### config.mk
export PLATFORM = sky130hd
export DESIGN_NAME = comp_rx_flat
export DESIGN_NICKNAME = d
export VERILOG_FILES = /design/src/rtl/comp_rx_pkg.sv /design/src/rtl/comp_rx_if.sv /design/src/rtl/comp_rx_fifo.sv /design/src/rtl/comp_rx.sv /design/src/flat_wrapper.sv
export SDC_FILE = /design/constraint.sdc
export NUM_CORES = 1
export LEC_CHECK = 0
export BUFFER_PORTS_ARGS = -buffer_cell sky130_fd_sc_hd__buf_2
export CORE_MARGIN = 5
export CORE_UTILIZATION = 35
export CTS_CLUSTER_SIZE = 40
export DETAILED_ROUTE_END_ITERATION = 8
export GPL_ROUTABILITY_DRIVEN = 0
export PLACE_DENSITY = 0.62
export SLEW_MARGIN = 20
export SYNTH_ARGS = -nofsm -noshare
export SYNTH_HDL_FRONTEND = slang
export SYNTH_SLANG_ARGS = --single-unit
### constraint.sdc
create_clock -name clk -period 2.6 [get_ports clk]
set_clock_uncertainty 0.2 [all_clocks]
set_input_delay 0.52 -clock clk [delete_from_list [all_inputs] [get_ports clk]]
set_output_delay 0.52 -clock clk [all_outputs]
set_load 0.02 [all_outputs]
### src/rtl/comp_rx_pkg.sv
// comp_rx_pkg: shared constants and types for the comparator bitstream receiver.
//   NBITS_DEF  - default decisions per conversion (word width)
//   CH_W_DEF   - default channel tag width (matches the 4-bit mux select)
//   FIFO_DEPTH - output buffer depth
//   state_e    - conversion FSM states
package comp_rx_pkg;
    localparam int NBITS_DEF  = 16;
    localparam int CH_W_DEF   = 4;
    localparam int FIFO_DEPTH = 2;

    typedef enum logic {
        IDLE    = 1'b0,
        COLLECT = 1'b1
    } state_e;
endpackage

### src/rtl/comp_rx_if.sv
// comp_rx_if: link-side inputs and the valid/ready word output of comp_rx.
//   comp_in/seq_init/comp_strobe/mux_sel - from the LVDS receiver
//   out_data/out_chan/out_valid/out_ready - assembled-word stream
// The slave modport is the receiver; master is the producer/consumer side.
interface comp_rx_if
    import comp_rx_pkg::*;
#(
    parameter int NBITS = NBITS_DEF,
    parameter int CH_W  = CH_W_DEF
);
    logic             comp_in;
    logic             seq_init;
    logic             comp_strobe;
    logic [CH_W-1:0]  mux_sel;
    logic [NBITS-1:0] out_data;
    logic [CH_W-1:0]  out_chan;
    logic             out_valid;
    logic             out_ready;

    modport master (
        output comp_in, seq_init, comp_strobe, mux_sel, out_ready,
        input  out_data, out_chan, out_valid
    );

    modport slave (
        input  comp_in, seq_init, comp_strobe, mux_sel, out_ready,
        output out_data, out_chan, out_valid
    );
endinterface

### src/rtl/comp_rx_fifo.sv
// comp_rx_fifo: 2-entry synchronous FIFO, slot 0 is always the head so the
// output comes straight from a register.
//   clk, rst_n  - clock, async active-low reset (empties the FIFO, zeroes data)
//   push, din   - write request and data; ignored when full unless popping
//   full        - both slots occupied
//   pop         - remove head; ignored when empty
//   empty, dout - head status and head data
module comp_rx_fifo
    import comp_rx_pkg::*;
#(
    parameter int W = NBITS_DEF + CH_W_DEF
) (
    input  logic         clk,
    input  logic         rst_n,
    input  logic         push,
    output logic         full,
    input  logic         pop,
    output logic         empty,
    input  logic [W-1:0] din,
    output logic [W-1:0] dout
);
    logic [W-1:0]          r_mem [FIFO_DEPTH];
    logic [FIFO_DEPTH-1:0] r_vld;
    logic                  w_pop;
    logic                  w_push;

    assign full   = &r_vld;
    assign empty  = ~r_vld[0];
    assign dout   = r_mem[0];
    assign w_pop  = pop && r_vld[0];
    // A push into a full FIFO is fine when the head leaves in the same cycle.
    assign w_push = push && (!full || w_pop);

    always_ff @(posedge clk or negedge rst_n) begin
        if (!rst_n) begin
            for (int i = 0; i < FIFO_DEPTH; i++) r_mem[i] <= '0;
            r_vld <= '0;
        end else if (w_pop) begin
            // Shift tail into head, then land the new word in whichever slot
            // is the first free one after the shift.
            r_mem[0] <= r_mem[1];
            r_vld[0] <= r_vld[1];
            r_vld[1] <= 1'b0;
            if (w_push) begin
                if (r_vld[1]) begin
                    r_mem[1] <= din;
                    r_vld[1] <= 1'b1;
                end else begin
                    r_mem[0] <= din;
                    r_vld[0] <= 1'b1;
                end
            end
        end else if (w_push) begin
            if (r_vld[0]) begin
                r_mem[1] <= din;
                r_vld[1] <= 1'b1;
            end else begin
                r_mem[0] <= din;
                r_vld[0] <= 1'b1;
            end
        end
    end
endmodule

### src/rtl/comp_rx.sv
// comp_rx: assembles successive-approximation decisions from the selected
// comparator bitstream into NBITS words tagged with the captured channel, and
// buffers them in a 2-entry FIFO behind a valid/ready output.
//   clk, rst_n - clock, async active-low reset
//   bus        - link inputs and word output stream (comp_rx_if.slave)
//   clear_err  - clears both sticky flags (wins over a same-cycle set)
//   overflow   - sticky: completed word dropped, FIFO full
//   frame_err  - sticky: seq_init arrived mid-conversion
//   word_cnt   - words accepted into the FIFO, wrapping
module comp_rx
    import comp_rx_pkg::*;
#(
    parameter int NBITS = NBITS_DEF,
    parameter int CH_W  = CH_W_DEF
) (
    input  logic        clk,
    input  logic        rst_n,
    comp_rx_if.slave    bus,
    input  logic        clear_err,
    output logic        overflow,
    output logic        frame_err,
    output logic [15:0] word_cnt
);
    localparam int CNT_W = $clog2(NBITS);
    localparam int W     = NBITS + CH_W;

    state_e            r_state, w_state_nxt;
    logic [NBITS-1:0]  r_sreg;
    logic [NBITS-1:0]  w_sreg_shift;
    logic [CNT_W-1:0]  r_bit_cnt;
    logic [CH_W-1:0]   r_chan;
    logic              w_word_done;
    logic              w_abort;
    logic              w_pop;
    logic              w_push_ok;
    logic              w_fifo_full;
    logic              w_fifo_empty;
    logic [W-1:0]      w_fifo_dout;

    assign w_sreg_shift = {r_sreg[NBITS-2:0], bus.comp_in};

    always_ff @(posedge clk or negedge rst_n) begin
        if (!rst_n) r_state <= IDLE;
        else        r_state <= w_state_nxt;
    end

    // seq_init always wins over a same-cycle strobe, in either state.
    always_comb begin
        w_state_nxt = r_state;
        w_word_done = 1'b0;
        w_abort     = 1'b0;
        case (r_state)
            IDLE: begin
                if (bus.seq_init) w_state_nxt = COLLECT;
            end
            COLLECT: begin
                if (bus.seq_init) begin
                    w_abort = 1'b1;
                end else if (bus.comp_strobe &&
                             r_bit_cnt == CNT_W'(NBITS - 1)) begin
                    w_word_done = 1'b1;
                    w_state_nxt = IDLE;
                end
            end
            default: w_state_nxt = IDLE;
        endcase
    end

    always_ff @(posedge clk or negedge rst_n) begin
        if (!rst_n) begin
            r_sreg    <= '0;
            r_bit_cnt <= '0;
            r_chan    <= '0;
        end else if (bus.seq_init) begin
            r_sreg    <= '0;
            r_bit_cnt <= '0;
            r_chan    <= bus.mux_sel;
        end else if (r_state == COLLECT && bus.comp_strobe) begin
            r_sreg    <= w_sreg_shift;
            r_bit_cnt <= r_bit_cnt + 1'b1;
        end
    end

    assign w_pop     = !w_fifo_empty && bus.out_ready;
    assign w_push_ok = w_word_done && (!w_fifo_full || w_pop);

    always_ff @(posedge clk or negedge rst_n) begin
        if (!rst_n) begin
            overflow  <= 1'b0;
            frame_err <= 1'b0;
            word_cnt  <= '0;
        end else begin
            if (clear_err)                      overflow  <= 1'b0;
            else if (w_word_done && !w_push_ok) overflow  <= 1'b1;
            if (clear_err)                      frame_err <= 1'b0;
            else if (w_abort)                   frame_err <= 1'b1;
            if (w_push_ok) word_cnt <= word_cnt + 16'd1;
        end
    end

    // The word enters the FIFO on the edge that samples the final decision,
    // so it shows at the head one cycle later with no extra stage.
    comp_rx_fifo #(.W(W)) u_fifo (
        .clk   (clk),
        .rst_n (rst_n),
        .push  (w_word_done),
        .full  (w_fifo_full),
        .pop   (w_pop),
        .empty (w_fifo_empty),
        .din   ({w_sreg_shift, r_chan}),
        .dout  (w_fifo_dout)
    );

    assign bus.out_valid = !w_fifo_empty;
    assign bus.out_data  = w_fifo_dout[W-1:CH_W];
    assign bus.out_chan  = w_fifo_dout[CH_W-1:0];
endmodule
### src/flat_wrapper.sv
// flat-port wrapper written by rule: the top's interface ports become plain ports
module comp_rx_flat import comp_rx_pkg::*;
#(
    parameter int NBITS = NBITS_DEF,
    parameter int CH_W  = CH_W_DEF
)
  (clk, rst_n, clear_err, overflow, frame_err, word_cnt, bus_comp_in, bus_seq_init, bus_comp_strobe, bus_mux_sel, bus_out_ready, bus_out_data, bus_out_chan, bus_out_valid);
  comp_rx_if #(.NBITS(NBITS), .CH_W(CH_W)) bus_i ();
  input  logic clk;
  input  logic rst_n;
  input  logic clear_err;
  output logic overflow;
  output logic frame_err;
  output logic [15:0] word_cnt;
  input wire logic [$bits(bus_i.comp_in)-1:0] bus_comp_in;
  input wire logic [$bits(bus_i.seq_init)-1:0] bus_seq_init;
  input wire logic [$bits(bus_i.comp_strobe)-1:0] bus_comp_strobe;
  input wire logic [$bits(bus_i.mux_sel)-1:0] bus_mux_sel;
  input wire logic [$bits(bus_i.out_ready)-1:0] bus_out_ready;
  output wire logic [$bits(bus_i.out_data)-1:0] bus_out_data;
  output wire logic [$bits(bus_i.out_chan)-1:0] bus_out_chan;
  output wire logic [$bits(bus_i.out_valid)-1:0] bus_out_valid;
  assign bus_i.comp_in = bus_comp_in;
  assign bus_i.seq_init = bus_seq_init;
  assign bus_i.comp_strobe = bus_comp_strobe;
  assign bus_i.mux_sel = bus_mux_sel;
  assign bus_i.out_ready = bus_out_ready;
  assign bus_out_data = bus_i.out_data;
  assign bus_out_chan = bus_i.out_chan;
  assign bus_out_valid = bus_i.out_valid;
  comp_rx #(.NBITS(NBITS), .CH_W(CH_W)) u_core (.clk(clk), .rst_n(rst_n), .bus(bus_i), .clear_err(clear_err), .overflow(overflow), .frame_err(frame_err), .word_cnt(word_cnt));
endmodule
**Word level (Yosys, flattened, before mapping)**

Cells that the tools add are included.

- Register bits: 84
- Input port bits: 11
- Word-level logic and storage cells: 65

- Add/subtract/negate cells: 2
- Eq/ne operators: 3
- Muxes and demuxes: 28
- Bitwise logic cells: 1
- Reductions and logical operators: 20

Operator list:

| operator | count |
|---|---|
| $mux W40 | 3 |
| $mux W20 | 4 |
| $mux W15 | 2 |
| $add A16 B1 Y16 const B | 1 |
| $mux W1 | 13 |
| $reduce_bool A2 Y1 | 5 |
| $mux W4 | 2 |
| $logic_and A1 B1 Y1 | 7 |
| $mux W2 | 3 |
| $reduce_and A2 Y1 | 3 |
| $add A4 B1 Y4 const B | 1 |
| $eq A4 B4 Y1 const B | 1 |
| $reduce_and A3 Y1 | 1 |
| $logic_not A1 Y1 | 2 |
| $logic_or A1 B1 Y1 | 2 |
| $ne A2 B1 Y1 const B | 1 |
| $ne A2 B2 Y1 const B | 1 |
| $pmux W1 S2 | 1 |
| $not A1 Y1 | 1 |

**Logic depth before layout (Yosys ltp)**

Gate-level depths: netlist (run 1).

- Word-level depth: 10
- Depth in mapped cells: 7
- Depth with buffers taken out: 5

**Modules after synthesis**

From an unflattened synthesis (run 1), not the netlist that was laid out.

- Cells, all modules: 402
- Area total of the unflattened synthesis: 4002.6 µm²

Modules (own cells, without submodules):

| module | times used | cells each | area an instance (µm²) |
|---|---|---|---|
| comp_rx_fifo | 1 | 238 | 2184.6 |
| comp_rx | 1 | 164 | 1818.0 |

**Worst setup path after synthesis (run 1)**

OpenSTA, ideal clock, no wires.

- Kind: in2reg
- Start: in bus_seq_init
- End: reg u_core.u_fifo.r_mem (netlist bit u_core.u_fifo.dout[3])
- Arrival: 1.773 ns
- Required time: 2.274 ns
- Path slack: 0.501 ns
- Stages on the path: 5
- Path buffers: 2
- Cells stage by stage: buf_2 or4_4 buf_6 and3_1 a221o_1

- Cells in the longest elaborated chain, start to end: 5

RTL lines:

| element | line | RTL |
|---|---|---|
| start, declared | flat_wrapper.sv:16 | `input wire logic [$bits(bus_i.seq_init)-1:0] bus_seq_init;` |
| $mux W1 (*) | comp_rx.sv:57 | `if (bus.seq_init) begin` |
| $mux W1 (*) | comp_rx.sv:52 | `case (r_state)` |
| $logic_and A1 B1 Y1 (*) | comp_rx_fifo.sv:32 | `assign w_push = push && (!full \|\| w_pop);` |
| $mux W40 or $reduce_bool A2 Y1 (tied branches) | -- |  |
| $mux W40 or $reduce_and A2 Y1 (tied branches) | -- |  |
| end, declared | comp_rx_fifo.sv:22 | `logic [W-1:0] r_mem [FIFO_DEPTH];` |

Mark *: on every way between the ends. The rest lies on a longest branch, timed or not. The select of a mux whose other input is x is not followed.
A chain may end at the register's enable or synchronous reset.

**Worst setup path in the final report (run 1)**

- Start: reg u_core.r_bit_cnt[0]
- End: reg u_core.u_fifo.r_mem (netlist bit u_core.u_fifo.dout[10])

- Cells in the longest elaborated chain, start to end: 8

RTL lines:

| element | line | RTL |
|---|---|---|
| start, declared | comp_rx.sv:30 | `logic [CNT_W-1:0] r_bit_cnt;` |
| start signal, assigned | comp_rx.sv:80 | `r_bit_cnt <= r_bit_cnt + 1'b1;` |
| $eq A4 B4 Y1 (*) | comp_rx.sv:60 | `r_bit_cnt == CNT_W'(NBITS - 1)) begin` |
| $logic_and A1 B1 Y1 (*) | comp_rx.sv:59 | `end else if (bus.comp_strobe &&` |
| $mux W1 (*) | comp_rx.sv:59 |  |
| $mux W1 (*) | comp_rx.sv:57 |  |
| $mux W1 (*) | comp_rx.sv:52 |  |
| $logic_and A1 B1 Y1 (*) | comp_rx_fifo.sv:32 |  |
| $mux W40 or $reduce_bool A2 Y1 (tied branches) | -- |  |
| $mux W40 or $reduce_and A2 Y1 (tied branches) | -- |  |

Marked as above.

==> impl_metrics.env, run 1 <==
export IMPL_track_usage=0.126
export IMPL_cts_buffer_depth=2
export IMPL_grt_max_degree=44
export IMPL_fin_nets=354
export IMPL_power_frac_comb=0.035
export IMPL_grt_antenna_before_repair=0
export IMPL_tightest_slew_ns=0.714
export IMPL_holdBufCountCts=1
export IMPL_cts_buffers=9
export IMPL_synth_async_reset_ratio=1.00
export IMPL_final_hold_violation_count=0
export IMPL_critPathArrivalTime_ns=2.31
export IMPL_power_density_nw_per_um2=544
export IMPL_clk_latency_ns=0.36
export IMPL_ys_ff_latch=84
export IMPL_wirelength_mm=7.58
export IMPL_min_period_ns=2.22
export IMPL_worstHoldStart="clear_err"
export IMPL_finalMaxSlewViolations=0
export IMPL_slew_headroom=0.524
export IMPL_wl_per_cell_um=15.7
export IMPL_seq_area_frac_synth=0.570
export IMPL_layout_drive_gt1_share=0.327
export IMPL_n_antenna_cell=0
export IMPL_dieHeight_um=113
export IMPL_required_ns=2.69
export IMPL_coreArea_um2=10300
export IMPL_internal_power_w=0.00174
export IMPL_max_cap_violations=0
export IMPL_synth_fp_nets=321
export IMPL_cts_resized=0
export IMPL_gr_total_overflow=0
export IMPL_ios=50
export IMPL_start_kind="flip-flop"
export IMPL_min_path_type="input port to flip-flop"
export IMPL_h_tree_depth=3
export IMPL_hpwl_mm=5.00
export IMPL_synth_edf_count=0
export IMPL_dp_slack_ns=0.220
export IMPL_ant_nets=0
export IMPL_dieArea_um2=12700
export IMPL_yosysUniqueCellTypes=36
export IMPL_start_util=0.357
export IMPL_ir_worst_vdd_uv=189
export IMPL_switchingPower_w=0.000513
export IMPL_num_rows=37
export IMPL_critPathMaxFanout=15
export IMPL_synth_area_per_cell_um2=12.0
export IMPL_root_buffer="clkbuf_8"
export IMPL_synth_area_um2=3690
export IMPL_cts_sinks=84
export IMPL_cts_tree="yes"
export IMPL_rsz0062_at_grt="no"
export IMPL_post_cts_buffers=0
export IMPL_drt_initial_drc_count=156
export IMPL_vias=2389
export IMPL_seqPwrFrac=0.589
export IMPL_netSwitchingFraction=0.227
export IMPL_crit_type="flip-flop to flip-flop"
export IMPL_period_share=0.852
export IMPL_p_leak_nw=2.11
export IMPL_avgViaCountPerCell=4.96
export IMPL_drc_errors=0
export IMPL_clock_fmax_mhz=451
export IMPL_status="complete, no violations"
export IMPL_grt_pass1_wl_mm=12.5
export IMPL_r2r_start="u_core.r_bit_cnt[0]$_DFFE_PN0P_"
export IMPL_layout_common_cells="84 x dfrtp_1, 48 x buf_2, 41 x nand2_1"
export IMPL_synth_warnings=0
export IMPL_end_kind="flip-flop"
export IMPL_final_common_cell="dfrtp_1"
export IMPL_finalSetupViolations=0
export IMPL_worst_slack_ns=0.384
export IMPL_dr_pass1_iters=4
export IMPL_syn_to_final_growth_pct=12.3
export IMPL_die_w_um=113
export IMPL_clk_pin_slew_ns=0.08
export IMPL_setup_tns_ns=0
export IMPL_pwr_share_clk=0.376
export IMPL_io_buffer_count=49
export IMPL_crit_path_start="u_core.r_bit_cnt[0]$_DFFE_PN0P_"
export IMPL_utilization=0.401
export IMPL_netlist_instances=308
export IMPL_synth_ff_type="dfrtp_1"
export IMPL_grt_pass1_vias=2346
metal layers:
layer	part of all wire	track usage
met1	0.48	0.170
met2	0.47	0.191
met3	0.026	0.0302
met4	0.021	0.0633
met5	0	0
per-stage QoR:
step                      power, W  hold WS, ns  std cells  instance area [um^2]
after floorplan            0.00138       0.0244        308                  3690
after global placement     0.00143        0.258        465                  3950
after detailed placement   0.00143        0.278        465                  3950
after CTS                  0.00229        0.137        482                  4140
after global routing       0.00236        0.135        482                  4140
final                      0.00226        0.149        482                  4140
area by class of cell:
class	instances	area, um^2
multi-input combinational	189	1370
clock buffer	13	159
tap	136	170
timing repair buffer	57	323
clock inverter	3	21.3
fill	998	6180
sequential	84	2100
path summary, 6_finish.rpt:
path / end / slack, ns / cells past startpoint
min in group asynchronous: u_core.u_fifo.r_mem[4]$_DFFE_PN0P_ / 0.49 / 2
min: u_core.overflow$_DFFE_PN0P_ / 0.15 / 2
max in group asynchronous: u_core.word_cnt[5]$_DFFE_PN0P_ / 1.08 / 3
max reg2reg: u_core.u_fifo.dout[10]$_DFFE_PN0P_ / 0.38 / 5
max: u_core.u_fifo.dout[10]$_DFFE_PN0P_ / 0.38 / 5
min reg2reg: u_core.word_cnt[15]$_DFFE_PN0P_ / 0.28 / 1
logic make-up after synthesis:
logic type      after synthesis  share of synthesized area
simple gates                101                      0.155
flops                        84                      0.570
compound gates               43                     0.0902
xor+xnor                     18                     0.0427
fa+ha+maj                     2                    0.00678
buf+inv                      35                     0.0594
mux                          25                     0.0763
cell usage after synthesis, drive strengths merged (6+ instances only):
cell type,n,area share
mux2,25,0.076
a221o,15,0.041
nand4,6,0.010
dfrtp,84,0.57
clkbuf,8,0.0081
a21oi,18,0.024
nand2,41,0.042
nand3,9,0.016
buf,27,0.051
xnor2,13,0.031
and3,18,0.034
nand2b,8,0.014
nor2,6,0.0061
power groups by stage:
stage / combinational, W / clock (W) / sequential (W)
6_report: 0.0000792 / 0.000849 / 0.00133
5_1_grt: 0.0000915 / 0.000940 / 0.00133
4_1_cts: 0.0000825 / 0.000883 / 0.00133
3_5_place_dp: 0.0000809 / 0 / 0.00135
3_3_place_gp: 0.0000790 / 0 / 0.00135
2_1_floorplan: 0.0000312 / 0 / 0.00135
critical path: stages, from the launching register on:
cell and delay (ns):
dfrtp_1 0.39, ha_1 0.24, nand3_4 0.14, nor2_1 0.27, and2_1 0.65, a221o_1 0.26
state kept, by name, indices dropped and copies added (netlist names):
register and count:
u_core.frame_err 1, u_core.overflow 1, u_core.r_bit_cnt 4, u_core.r_chan 4, u_core.r_sreg 15, u_core.r_state 1
u_core.u_fifo.dout 20, u_core.u_fifo.r_mem 20, u_core.u_fifo.r_vld 2, u_core.word_cnt 16
(Power assumes the default switching activity.)
==> run 2: changes to the inputs <==
--- a/config.mk
+++ b/config.mk
@@ -6,6 +6,7 @@
 export NUM_CORES = 1
 export LEC_CHECK = 0
 export BUFFER_PORTS_ARGS = -buffer_cell sky130_fd_sc_hd__buf_2
+export CORE_ASPECT_RATIO = 1.5
 export CORE_MARGIN = 5
 export CORE_UTILIZATION = 35
 export CTS_CLUSTER_SIZE = 40
==> run 2 against run 1 <==
Non-clock buffer count shrank 1. Clock power increased by 41%. Largest cell class unchanged. Core utilization grew 0.48 points. Critical endpoint is now u_core.u_fifo.dout[11]$_DFFE_PN0P_. Global-route usage rose by 0.42 points. Worst setup slack improved by 0.028 ns. Hold slack improved by 0.0083 ns. Largest power group unchanged. Die area is 0.33% higher.
==> impl_metrics.env, run 2 (synthesized netlist as in run 1, its figures left out) <==
export IMPL_num_fill_cells=1020
export IMPL_start_kind="flip-flop"
export IMPL_fin_area_um2=4250
export IMPL_ant_nets=0
export IMPL_multi_input_area_um2=1370
export IMPL_switchingPower_w=0.000550
export IMPL_worst_slack_ns=0.413
export IMPL_route_met2_wl_mm=3.75
export IMPL_finalSetupViolations=0
export IMPL_grt_antenna_before_repair=0
export IMPL_dp_slack_ns=0.344
export IMPL_utilization=0.406
export IMPL_finalMaxSlewViolations=0
export IMPL_clock_fmax_mhz=457
export IMPL_slew_headroom=0.563
export IMPL_worstHoldStart="clear_err"
export IMPL_ios=50
export IMPL_gr_total_overflow=0
export IMPL_hold_depth=2
export IMPL_clk_pin_slew_ns=0.06
export IMPL_dieArea_um2=12700
export IMPL_period_share=0.841
export IMPL_cts_resized=0
export IMPL_power_frac_comb=0.030
export IMPL_fin_nets=353
export IMPL_final_hold_violation_count=0
export IMPL_critPathArrivalTime_ns=2.26
export IMPL_ir_worst_vdd_uv=258
export IMPL_power_density_nw_per_um2=614
export IMPL_max_cap_violations=0
export IMPL_drc_errors=0
export IMPL_grt_max_degree=74
export IMPL_min_period_ns=2.19
export IMPL_grt_pass1_wl_mm=12.9
export IMPL_cts_buffer_depth=2
export IMPL_layout_common_cells="84 x dfrtp_1, 48 x buf_2, 41 x nand2_1"
export IMPL_end_kind="flip-flop"
export IMPL_final_common_cell="dfrtp_1"
export IMPL_setup_tns_ns=0
export IMPL_rsz0062_at_grt="no"
export IMPL_dr_max_layer_used="met4"
export IMPL_start_util=0.352
export IMPL_dr_wl_met3_um=445
export IMPL_clk_latency_ns=0.33
export IMPL_r2r_end="u_core.u_fifo.dout[11]$_DFFE_PN0P_"
export IMPL_placed_cell_area_um2=3960
export IMPL_drt_initial_drc_count=131
export IMPL_layout_drive_gt1_share=0.330
export IMPL_min_to="u_core.frame_err$_DFFE_PN0P_"
export IMPL_seq_area_um2=2100
export IMPL_r2r_cells=5
export IMPL_root_buffer="clkbuf_16"
export IMPL_grt_pass1_vias=2555
export IMPL_netSwitchingFraction=0.210
export IMPL_reg2reg_slack_ns=0.41
export IMPL_wirelength_mm=7.54
export IMPL_status="complete, no violations"
export IMPL_cts_tree="yes"
export IMPL_die_w_um=93.8
export IMPL_internal_power_w=0.00206
export IMPL_io_buffer_count=49
export IMPL_num_rows=46
export IMPL_avgViaCountPerCell=4.94
export IMPL_hpwl_mm=5.09
export IMPL_met1_length_mm=3.10
export IMPL_min_path_type="input port to flip-flop"
export IMPL_h_tree_depth=3
export IMPL_dr_pass1_iters=4
export IMPL_n_antenna_cell=0
export IMPL_dieHeight_um=136
export IMPL_syn_to_final_growth_pct=15.3
export IMPL_crit_type="flip-flop to flip-flop"
export IMPL_crit_path_start="u_core.r_bit_cnt[0]$_DFFE_PN0P_"
export IMPL_vias=2417
export IMPL_p_leak_nw=2.16
export IMPL_track_usage=0.131
export IMPL_r2r_start="u_core.r_bit_cnt[0]$_DFFE_PN0P_"
export IMPL_seqPwrFrac=0.509
export IMPL_pwr_share_clk=0.461
export IMPL_coreArea_um2=10500
export IMPL_tightest_slew_ns=0.656
export IMPL_cts_sinks=84
export IMPL_required_ns=2.67
export IMPL_cts_buffers=9
export IMPL_wl_per_cell_um=15.4
export IMPL_critPathMaxFanout=15
run 2: cell count changes in the layout (fill, tap and decap cells not counted):
cell / previous run / this run
clkbuf_8: 11 / 3
buf_4: 7 / 6
clkinv_4: 1 / 0
clkinv_2: 1 / 3
clkbuf_16: 0 / 9
clkbuf_1: 2 / 0
run 2: worst max-delay path by stage:
stage	end	cells after the start	slack, ns
finish	u_core.u_fifo.dout[11]$_DFFE_PN0P_	5	0.41
global route	u_core.u_fifo.dout[2]$_DFFE_PN0P_	5	0.22
CTS	u_core.u_fifo.dout[2]$_DFFE_PN0P_	5	0.39
detailed placement	u_core.u_fifo.dout[3]$_DFFE_PN0P_	5	0.34
global placement	u_core.u_fifo.dout[0]$_DFFE_PN0P_	5	0.41
floorplan	u_core.u_fifo.dout[3]$_DFFE_PN0P_	5	0.50
run 2: per-layer routing:
layer  track usage  up-vias
met5             0        -
met4        0.0731        0
met3        0.0422       16
met2         0.215       56
met1         0.148     1210
li1              -     1135
run 2: what timing repair did:
action / in CTS / in global routing
hold endpoints to repair: 11 / 0
hold buffers: 1 / 0
setup buffers: 0 / 0
run 2: final cells by class:
class | count | area share
flip-flops and latches | 84 | 0.494
clock inverters | 4 | 0.00529
repair buffers | 56 | 0.0741
multi-input cells | 189 | 0.321
well taps | 144 | 0.0424
clock buffers | 12 | 0.0626
run 2: worst max-delay path: stages (launching register included):
cell,delay [ns]
dfrtp_1,0.39
ha_1,0.23
nand3_4,0.15
nor2_1,0.28
and2_1,0.60
a221o_1,0.26
run 2: power by group through the flow:
stage,sequential [W],clock [W],combinational (W)
final,0.00133,0.00120,0.0000793
after global routing,0.00133,0.00130,0.0000912
after CTS,0.00133,0.00124,0.0000826
after detailed placement,0.00135,0,0.0000807
after global placement,0.00135,0,0.0000788
after floorplan,0.00135,0,0.0000312
run 2: stage by stage:
step	hold slack [ns]	power (W)	cells
finish	0.157	0.00261	489
global placement	0.170	0.00143	472
CTS	0.143	0.00265	489
detailed placement	0.172	0.00143	472
floorplan	0.0244	0.00138	308
global route	0.156	0.00272	489
==> run 3: changes to the inputs <==
==> constraint.sdc (replaced) <==
create_clock -name clk -period 2.3 [get_ports clk]
set_clock_uncertainty 0.2 [all_clocks]
set_input_delay 0.46 -clock clk [delete_from_list [all_inputs] [get_ports clk]]
set_output_delay 0.46 -clock clk [all_outputs]
set_load 0.02 [all_outputs]
==> run 3 against run 2 <==
Worst setup slack got worse by 0.27 ns. Cell area increased by 1.8%. Clock power increased by 36%. Core utilization increased by 0.73 points. Sequential power increased by 13%. Routed wire length increased by 2.3%. Sequential share of layout area decreased by 0.87 points. Critical endpoint is now u_core.u_fifo.dout[1]$_DFFE_PN0P_. Largest power group is now clock.
==> impl_metrics.env, run 3 (synthesized netlist as in run 1, its figures left out) <==
export IMPL_status="complete, no violations"
export IMPL_syn_to_final_growth_pct=17.4
export IMPL_path_depth=5
export IMPL_final_common_cell="dfrtp_1"
export IMPL_wl_per_cell_um=15.6
export IMPL_num_rows=46
export IMPL_worstHoldStart="clear_err"
export IMPL_min_to="u_core.frame_err$_DFFE_PN0P_"
export IMPL_fin_nets=357
export IMPL_ios=50
export IMPL_io_buffer_count=49
export IMPL_critPathArrivalTime_ns=2.17
export IMPL_worst_path_max_delay_cell="or4_4"
export IMPL_max_cap_violations=0
export IMPL_hold_depth=2
export IMPL_cts_buffer_depth=2
export IMPL_wirelength_mm=7.71
export IMPL_layout_drive_gt1_share=0.332
export IMPL_h_tree_depth=3
export IMPL_finalMaxSlewViolations=0
export IMPL_grt_antenna_before_repair=0
export IMPL_ant_nets=0
export IMPL_critPathBufInv=0
export IMPL_avgViaCountPerCell=4.90
export IMPL_min_period_ns=2.15
export IMPL_crit_type="flip-flop to flip-flop"
export IMPL_start_util=0.352
export IMPL_required_ns=2.32
export IMPL_min_path_type="input port to flip-flop"
export IMPL_r2r_start="u_core.r_bit_cnt[0]$_DFFE_PN0P_"
export IMPL_n_antenna_cell=0
export IMPL_slew_headroom=0.428
export IMPL_path_cells="ha_1, nand3_4, or4_4, and3_2, a221o_1"
export IMPL_crit_path_start="u_core.r_bit_cnt[0]$_DFFE_PN0P_"
export IMPL_cts_sinks=84
export IMPL_die_w_um=93.8
export IMPL_clk_pin_slew_ns=0.06
export IMPL_hpwl_mm=5.49
export IMPL_dieHeight_um=136
export IMPL_crit_family="simple AND/OR/NAND/NOR gates"
export IMPL_cts_buffers=9
export IMPL_gr_total_overflow=0
export IMPL_post_cts_buffers=0
export IMPL_seq_area_um2=2100
export IMPL_critPathMaxFanout=15
export IMPL_dr_pass1_iters=5
export IMPL_num_fill_cells=1013
export IMPL_setup_tns_ns=0
export IMPL_p_leak_nw=2.20
export IMPL_grt_pass1_vias=2514
export IMPL_cts_tree="yes"
export IMPL_final_instance_count_excl_fill=493
export IMPL_grt_pass1_wl_mm=12.9
export IMPL_power_density_nw_per_um2=745
export IMPL_clk_latency_ns=0.34
export IMPL_ir_worst_vdd_uv=317
export IMPL_drt_initial_drc_count=85
export IMPL_r2r_cells=5
export IMPL_fin_area_um2=4330
export IMPL_period_share=0.936
export IMPL_final_hold_violation_count=0
export IMPL_drc_errors=0
export IMPL_cpPeakStageDelay_ns=0.56
export IMPL_end_kind="flip-flop"
export IMPL_utilization=0.413
export IMPL_finalSetupViolations=0
export IMPL_r2r_end="u_core.u_fifo.dout[1]$_DFFE_PN0P_"
export IMPL_dieArea_um2=12700
export IMPL_start_kind="flip-flop"
export IMPL_track_usage=0.132
export IMPL_coreArea_um2=10500
export IMPL_grt_max_degree=39
export IMPL_reg2reg_slack_ns=0.15
export IMPL_rsz0062_at_grt="no"
export IMPL_vias=2418
export IMPL_tightest_slew_ns=0.850
export IMPL_clock_fmax_mhz=464
export IMPL_root_buffer="clkbuf_16"
export IMPL_layout_common_cells="84 x dfrtp_1, 48 x buf_2, 41 x nand2_1"
export IMPL_dp_cells=476
export IMPL_placed_cell_area_um2=3990
export IMPL_multi_input_area_um2=1370
[run 3: power by group]
part | leakage [nW] | switching [W] | total, W | internal [W]
logic | 0.889 | 0.0000627 | 0.0000939 | 0.0000312
registers | 1.15 | 0.0000123 | 0.00150 | 0.00149
clock network | 0.157 | 0.000567 | 0.00163 | 0.00106
[run 3: area by class of cell]
type,instances,share of cell area
clock buffer,12,0.0546
clock inverter,4,0.0225
multi-input combinational,189,0.316
sequential,84,0.485
tap,144,0.0416
timing repair buffer,60,0.0797
[run 3: routing by layer]
layer	global-route usage	vias to the layer above	share of wire
met5	0	-	0
met4	0.0546	0	0.019
met3	0.0461	14	0.063
met2	0.233	53	0.52
met1	0.142	1208	0.40
li1	-	1143	-
[run 3: stage by stage]
stage          hold slack [ns]  power (W)  setup slack, ns
5_1_grt                 0.0963    0.00332           0.0526
3_3_place_gp             0.260    0.00162            0.186
4_1_cts                 0.0883    0.00326            0.101
2_1_floorplan          -0.0356    0.00156            0.261
6_report                0.0999    0.00323            0.146
3_5_place_dp             0.265    0.00163            0.101
[run 3: repair_timing]
action | CTS | global route
resized for setup | 0 | 1
hold buffers | 1 | 0
endpoints found under the setup margin | 0 | 4
hold endpoints to repair | 34 | 0
[run 3: worst max path at each step]
stage	endpoint	slack, ns
2_1_floorplan	u_core.u_fifo.dout[3]$_DFFE_PN0P_	0.26
3_3_place_gp	u_core.u_fifo.dout[0]$_DFFE_PN0P_	0.19
3_5_place_dp	u_core.u_fifo.dout[3]$_DFFE_PN0P_	0.10
4_1_cts	u_core.u_fifo.dout[6]$_DFFE_PN0P_	0.10
5_1_grt	u_core.u_fifo.dout[17]$_DFFE_PN0P_	0.05
6_report	u_core.u_fifo.dout[1]$_DFFE_PN0P_	0.15
